**src/rtl/mem_arbiter_pkg.sv**
```systemverilog
// Shared encodings for the cache/memory arbiter: FSM states, owner tags and
// the memory read latency also used by the memory model and cache fill counters.
package mem_arbiter_pkg;

  localparam int MEM_LATENCY_DEF = 4;
  localparam int ADDR_W_DEF      = 16;
  localparam int DATA_W_DEF      = 16;

  typedef enum logic [1:0] {
    IDLE  = 2'd0,
    I_OWN = 2'd1,
    D_OWN = 2'd2
  } arb_state_e;

  typedef enum logic {
    OWNER_I = 1'b0,
    OWNER_D = 1'b1
  } owner_e;

  typedef struct packed {
    logic   vld;
    owner_e owner;
  } tag_t;

  // On a simultaneous request the side that did not own memory last wins.
  function automatic arb_state_e tie_winner(input owner_e last_owner);
    return (last_owner == OWNER_I) ? D_OWN : I_OWN;
  endfunction

endpackage

```
**src/rtl/mem_arbiter_tag_pipe.sv**
```systemverilog
// Read-return tag pipeline: one {valid, owner} entry per cycle of memory
// latency, so the tail lines up with the matching mem_data_valid pulse.
module arb_tag_pipe
  import mem_arbiter_pkg::*;
#(
  parameter int DEPTH = MEM_LATENCY_DEF
) (
  input  logic   clk,
  input  logic   rst,
  input  logic   push_vld,
  input  owner_e push_owner,
  output logic   tail_vld,
  output owner_e tail_owner
);

  tag_t [DEPTH-1:0] tag_q;
  tag_t [DEPTH-1:0] tag_d;

  always_comb begin
    tag_d          = tag_q;
    tag_d[0].vld   = push_vld;
    // Invalid slots carry a fixed owner so the pipe never holds stale routing.
    tag_d[0].owner = push_vld ? push_owner : OWNER_I;
    for (int i = 1; i < DEPTH; i++) begin
      tag_d[i] = tag_q[i-1];
    end
  end

  always_ff @(posedge clk or posedge rst) begin
    if (rst) tag_q <= '0;
    else     tag_q <= tag_d;
  end

  assign tail_vld   = tag_q[DEPTH-1].vld;
  assign tail_owner = tag_q[DEPTH-1].owner;

endmodule

```
**src/rtl/mem_arbiter.sv**
```systemverilog
// Two-cache front end for the single main-memory port: non-preemptive
// ownership FSM with alternating tie-break, and tagged routing of read returns.
module mem_arbiter
  import mem_arbiter_pkg::*;
#(
  parameter int MEM_LATENCY = MEM_LATENCY_DEF,
  parameter int ADDR_W      = ADDR_W_DEF,
  parameter int DATA_W      = DATA_W_DEF
) (
  input  logic              clk,
  input  logic              rst,
  input  logic              i_mem_read,
  input  logic [ADDR_W-1:0] i_addr,
  output logic              i_grant,
  output logic              i_data_valid,
  input  logic              d_mem_read,
  input  logic              d_mem_write,
  input  logic [ADDR_W-1:0] d_addr,
  input  logic [DATA_W-1:0] d_wdata,
  output logic              d_grant,
  output logic              d_data_valid,
  output logic [DATA_W-1:0] cache_rdata,
  output logic              mem_enable,
  output logic              mem_wr,
  output logic [ADDR_W-1:0] mem_addr,
  output logic [DATA_W-1:0] mem_data_in,
  input  logic [DATA_W-1:0] mem_data_out,
  input  logic              mem_data_valid,
  output logic              protocol_err
);

  arb_state_e state_q, state_d;
  owner_e     last_owner_q, last_owner_d;
  logic       protocol_err_q, protocol_err_d;

  logic       i_req, d_req;
  logic       push_vld;
  owner_e     push_owner;
  logic       tail_vld;
  owner_e     tail_owner;

  assign i_req = i_mem_read;
  assign d_req = d_mem_read | d_mem_write;

  always_comb begin
    state_d        = state_q;
    last_owner_d   = last_owner_q;
    protocol_err_d = protocol_err_q;
    mem_enable     = 1'b0;
    mem_wr         = 1'b0;
    mem_addr       = '0;
    mem_data_in    = '0;

    unique case (state_q)
      IDLE: begin
        if (i_req && d_req) state_d = tie_winner(last_owner_q);
        else if (d_req)     state_d = D_OWN;
        else if (i_req)     state_d = I_OWN;
      end

      I_OWN: begin
        if (i_req) begin
          mem_enable  = 1'b1;
          mem_addr    = i_addr;
          mem_data_in = d_wdata;
        end else begin
          state_d      = IDLE;
          last_owner_d = OWNER_I;
        end
      end

      D_OWN: begin
        if (d_req) begin
          mem_enable  = 1'b1;
          mem_addr    = d_addr;
          // Read and write together is illegal; the write takes the port.
          mem_wr      = d_mem_write;
          mem_data_in = d_wdata;
          if (d_mem_read && d_mem_write) protocol_err_d = 1'b1;
        end else begin
          state_d      = IDLE;
          last_owner_d = OWNER_D;
        end
      end

      default: state_d = IDLE;
    endcase
  end

  always_ff @(posedge clk or posedge rst) begin
    if (rst) begin
      state_q        <= IDLE;
      last_owner_q   <= OWNER_I;
      protocol_err_q <= 1'b0;
    end else begin
      state_q        <= state_d;
      last_owner_q   <= last_owner_d;
      protocol_err_q <= protocol_err_d;
    end
  end

  // Only reads are tagged; writes and idle cycles push an empty slot.
  assign push_vld   = mem_enable & ~mem_wr;
  assign push_owner = (state_q == D_OWN) ? OWNER_D : OWNER_I;

  arb_tag_pipe #(
    .DEPTH (MEM_LATENCY)
  ) u_tag_pipe (
    .clk        (clk),
    .rst        (rst),
    .push_vld   (push_vld),
    .push_owner (push_owner),
    .tail_vld   (tail_vld),
    .tail_owner (tail_owner)
  );

  // A return whose tail slot is empty (e.g. issued before reset) is dropped.
  assign i_data_valid = mem_data_valid & tail_vld & (tail_owner == OWNER_I);
  assign d_data_valid = mem_data_valid & tail_vld & (tail_owner == OWNER_D);

  assign i_grant      = (state_q == I_OWN);
  assign d_grant      = (state_q == D_OWN);
  assign protocol_err = protocol_err_q;
  assign cache_rdata  = mem_data_out;

endmodule

```
**config.mk**
```make
export PLATFORM = sky130hd
export DESIGN_NAME = mem_arbiter
export DESIGN_NICKNAME = d
export VERILOG_FILES = /design/src/rtl/mem_arbiter_pkg.sv /design/src/rtl/mem_arbiter_tag_pipe.sv /design/src/rtl/mem_arbiter.sv
export SDC_FILE = /design/constraint.sdc
export NUM_CORES = 1
export LEC_CHECK = 0
export ABC_AREA = 1
export BUFFER_PORTS_ARGS = -buffer_cell sky130_fd_sc_hd__buf_2
export CAP_MARGIN = 15
export CORE_MARGIN = 2
export CORE_UTILIZATION = 36
export CTS_CLUSTER_SIZE = 30
export DETAILED_ROUTE_END_ITERATION = 6
export HOLD_SLACK_MARGIN = 0.03
export PLACE_DENSITY = 0.86
export SLEW_MARGIN = 20
export SYNTH_ARGS = -nofsm -noshare
export SYNTH_HDL_FRONTEND = slang
export SYNTH_SLANG_ARGS = --single-unit
```
**constraint.sdc**
```tcl
create_clock -name clk -period 3.8 [get_ports clk]
set_input_delay 0 -clock clk [delete_from_list [all_inputs] [get_ports clk]]
set_output_delay 0 -clock clk [all_outputs]
set_load 0.01 [all_outputs]
```
==> summary.md <==
| Metric | Value |
|---|---|
| Outcome | finished with violations |
| Failing checks | design-rule violations |
| Sequential-to-total area share from yosys stat | 0.2794 |
| Most repeated cell in the gate-level netlist after synthesis | nand2_1 |
| Number of different library cells in the post-synthesis netlist | 19 |
| Class of the tightest hold or removal check | primary input to register |
| Leading area contributor after synthesis | dfrtp_1 |
| Worst slew margin | 0.7146 |
| Period utilization | 0.5230 |
| Wire length of the first global-routing pass | 4.650 mm |
| Part of the power in registers | 0.239 |
| Floorplan die width | 58.64 µm |
| Final HPWL DP | 2.602 mm |
| Dominant cells by area after synthesis | dfrtp_1, nand2_1, buf_4 |
| H-tree depth | 1 |
| Antenna violations before repair | 0 |
| Post-layout minimum cycle time | 1987 ps |
| Number of sinks on the clock net | 12 |
| Number of enable-type register cells in the synthesized netlist | 0 |
| Core outline area | 2805 µm² |
| Endpoints failing setup | 0 |
| RSZ-0062 raised after global routing | false |
| Synth-to-layout area growth | 52.15% |
| Remaining design rule violation count | 9 |
| Required arrival time at the worst endpoint | 3800 ps |
| Aggregate global routing overflow | 0 |
| Net Sw Frac | 0.4758 |
| Per-cell via count in the routed design | 4.502 |
| Number of nets in the finished design | about 340 |
| Via count of the first global-routing pass | between 1k and 1.5k |
| Worst path arrival time | 1990 ps |
| Post-Syn Area per Cell | 6.398 µm² |
| Routability congestion estimate | 0.8363 |
| Launch point of the worst hold path | d_mem_write |
| Via count | ~1.3k |
| Boundary pin count | about 130 |
| CTS Root Buffer Type | clkbuf_4 |
| Setup Fix Bufs, Post-CTS | 0 |
| Dominant register cell in the synthesized netlist | dfrtp_1 |
| Transition at the pin with the smallest max-transition slack | 427.7 ps |
| Upper clock frequency limit | 503.2 MHz |
| Total of warnings raised by yosys | 0 |
| Endpoint class of the critical path | output pin |
| Area share of the largest cell type after synthesis | 0.2794 |
| Syn Inst Count | ~170 |
| Final core occ | 0.5830 |
| Later-pin clock latency in the skew report | 270 ps |
| Number of resized instances in the post-cts repair step | 0 |
| DRC marker count from the first detailed-route iteration | 55 |
| Largest net degree at the start of global routing | 18 |
| Die Ht | 58.64 µm |
| DRT Pass-1 Iters | 7 |
| Post-synth ARST share | 1.000 |
| Number of buffers added by the clock tree synthesis step | 3 |
| Maximum vdd drop | 329.7 µV |
| WL/cell | 11.07 µm |
| Startpoint of the worst register-to-register path | state_q[1] |
| DRT Wirelength | between 3 and 4 mm |
| Maximum buffer depth of the clock tree | 2 |
| Setup TNS Final | 0 ps |
| Fill cell count | 277 |
| Part of the power in the clock network | 0.134 |
| Most used standard cells in the synthesized netlist | nand2_1, inv_1, nor2_1 |
| Total routing usage reported by global routing | 0.1808 |
| FF+latch count, synth | 12 |
| Die area | 3439 µm² |
| Number of endpoints with negative hold slack in the final report | 0 |
| CTS tree | yes |
| Synthesized netlist net count | between 200 and 250 |
| Maxcap violations | 0 |
| Max-slew violation count | 0 |
| Antenna diode count | 0 |
| Combinational power share | 0.627 |
| Count of port buffers added during placement | 92 |
| Effective utilization at floorplan | 0.3831 |
| First element of the critical path | state_q[1] |
| Leakage power total | 0.001023 µW |
| Clock tree skew after final layout | 0.3075 ps |
| Layout cell share with drive strength beyond 1 | 0.3931 |
| Switch Pwr | 361.7 µW |
| Count of nets left with antenna violations after detail routing | 0 |
| Classification of the worst setup path | register to output pin |
| Summed instance area of the synthesized netlist | 1075 µm² |
| Pwr Density | about 460 nW/µm² |
| Highest fanout seen on the critical path | 17 |
| Clock transition time at the flip-flop clock pins of the worst setup and hold paths | roughly 70 ps |
| Nature of the critical path startpoint | register |
| Cell Int Power | roughly 400 µW |
| Number of rows created at floorplan | 19 |
==> cell families (layout without fill, tap and decap cells) <==
family / count (synthesis) / in the layout / synth area share
simple gates: 82 / 82 / 0.3062
fa+ha+maj: 5 / 5 / 0.05821
flops: 12 / 12 / 0.2794
compound gates: 20 / 20 / 0.1094
buf+inv: 49 / 143 / 0.2468
==> per-layer routing <==
layer	GRT usage	up-vias	share of wire
li1	-	674	-
met1	0.2027	562	0.35
met2	0.3274	79	0.52
met3	0.03736	4	0.11
met4	0.08117	0	0.017
met5	0	-	0
==> critical path, cell delays in order (launching register included) <==
cell      delay, ps
dfrtp_1         400
inv_1           110
ha_1            220
nand2_1         110
clkinv_2        220
o21ai_4         410
nor2_1           90
buf_2           150
==> layout make-up <==
type / instances / area [µm²] / share of cell area
Tap cell: 31 / 38.79 / 0.02372
Sequential cell: 12 / 300.3 / 0.1836
Inverter: 29 / 110.1 / 0.06733
Clock buffer: 4 / 36.28 / 0.02219
Multi-Input combinational cell: 107 / 509.2 / 0.3114
Timing Repair Buffer: 110 / 640.6 / 0.3917
==> cells in the final DEF (no fill, tap or decap), drive strengths merged <==
cell	Yosys	layout
a21oi	18	18
buf	20	92
clkbuf	0	4
clkinv	1	1
dfrtp	12	12
dlygate4sd3	0	18
ha	5	5
inv	28	28
nand2	50	50
nand3	5	5
nand4	1	1
nor2	25	25
o21ai	1	1
o21bai	1	1
or2	1	1
==> flip-flops by register name (all words and copies together) (netlist names) <==
register,count
u_tag_pipe.tail_vld,1
u_tag_pipe.tag_d,6
u_tag_pipe.tail_owner,1
protocol_err,1
state_q,2
last_owner_q,1
==> final timing paths <==
check / endpoint / slack, ps / cells past startpoint
hold / removal: protocol_err / 50 / 3
setup reg to reg: state_q[0] / 2460 / 7
setup / recovery: mem_data_in[12] / 1810 / 7
min in group asynchronous: u_tag_pipe.tag_d[6] / 250 / 3
hold reg to reg: u_tag_pipe.tag_d[7] / 350 / 0
max in group asynchronous: protocol_err / 3250 / 3
==> power groups by stage <==
stage	logic [µW]	registers [µW]	clock network, µW
after global routing	535	188	110
final	477	182	102
after detailed placement	460	185	0
after global placement	452	181	0
after CTS	482	182	107
after floorplan	339	180	0
==> stage by stage <==
step / power (µW) / setup slack, ps / hold slack (ps) / cell area, µm² / cells
6_report: 760.2 / 1813 / 48.84 / 1635 / 293
5_1_grt: 833.3 / 1635 / 71.00 / 1635 / 293
4_1_cts: 770.7 / 1794 / 39.71 / 1635 / 293
3_5_place_dp: 644.8 / 2109 / 0.06862 / 1419 / 271
3_3_place_gp: 633.5 / 2193 / 0.06862 / 1419 / 271
2_1_floorplan: 519.4 / 2465 / -135.3 / 1075 / 168
==> repair_timing <==
item                                    4_1_cts  5_1_grt
endpoints found under the setup margin        0        0
hold endpoints to repair                     29        0
hold buffers                                 18        0
Note: power is estimated with default switching activity, not from simulation.
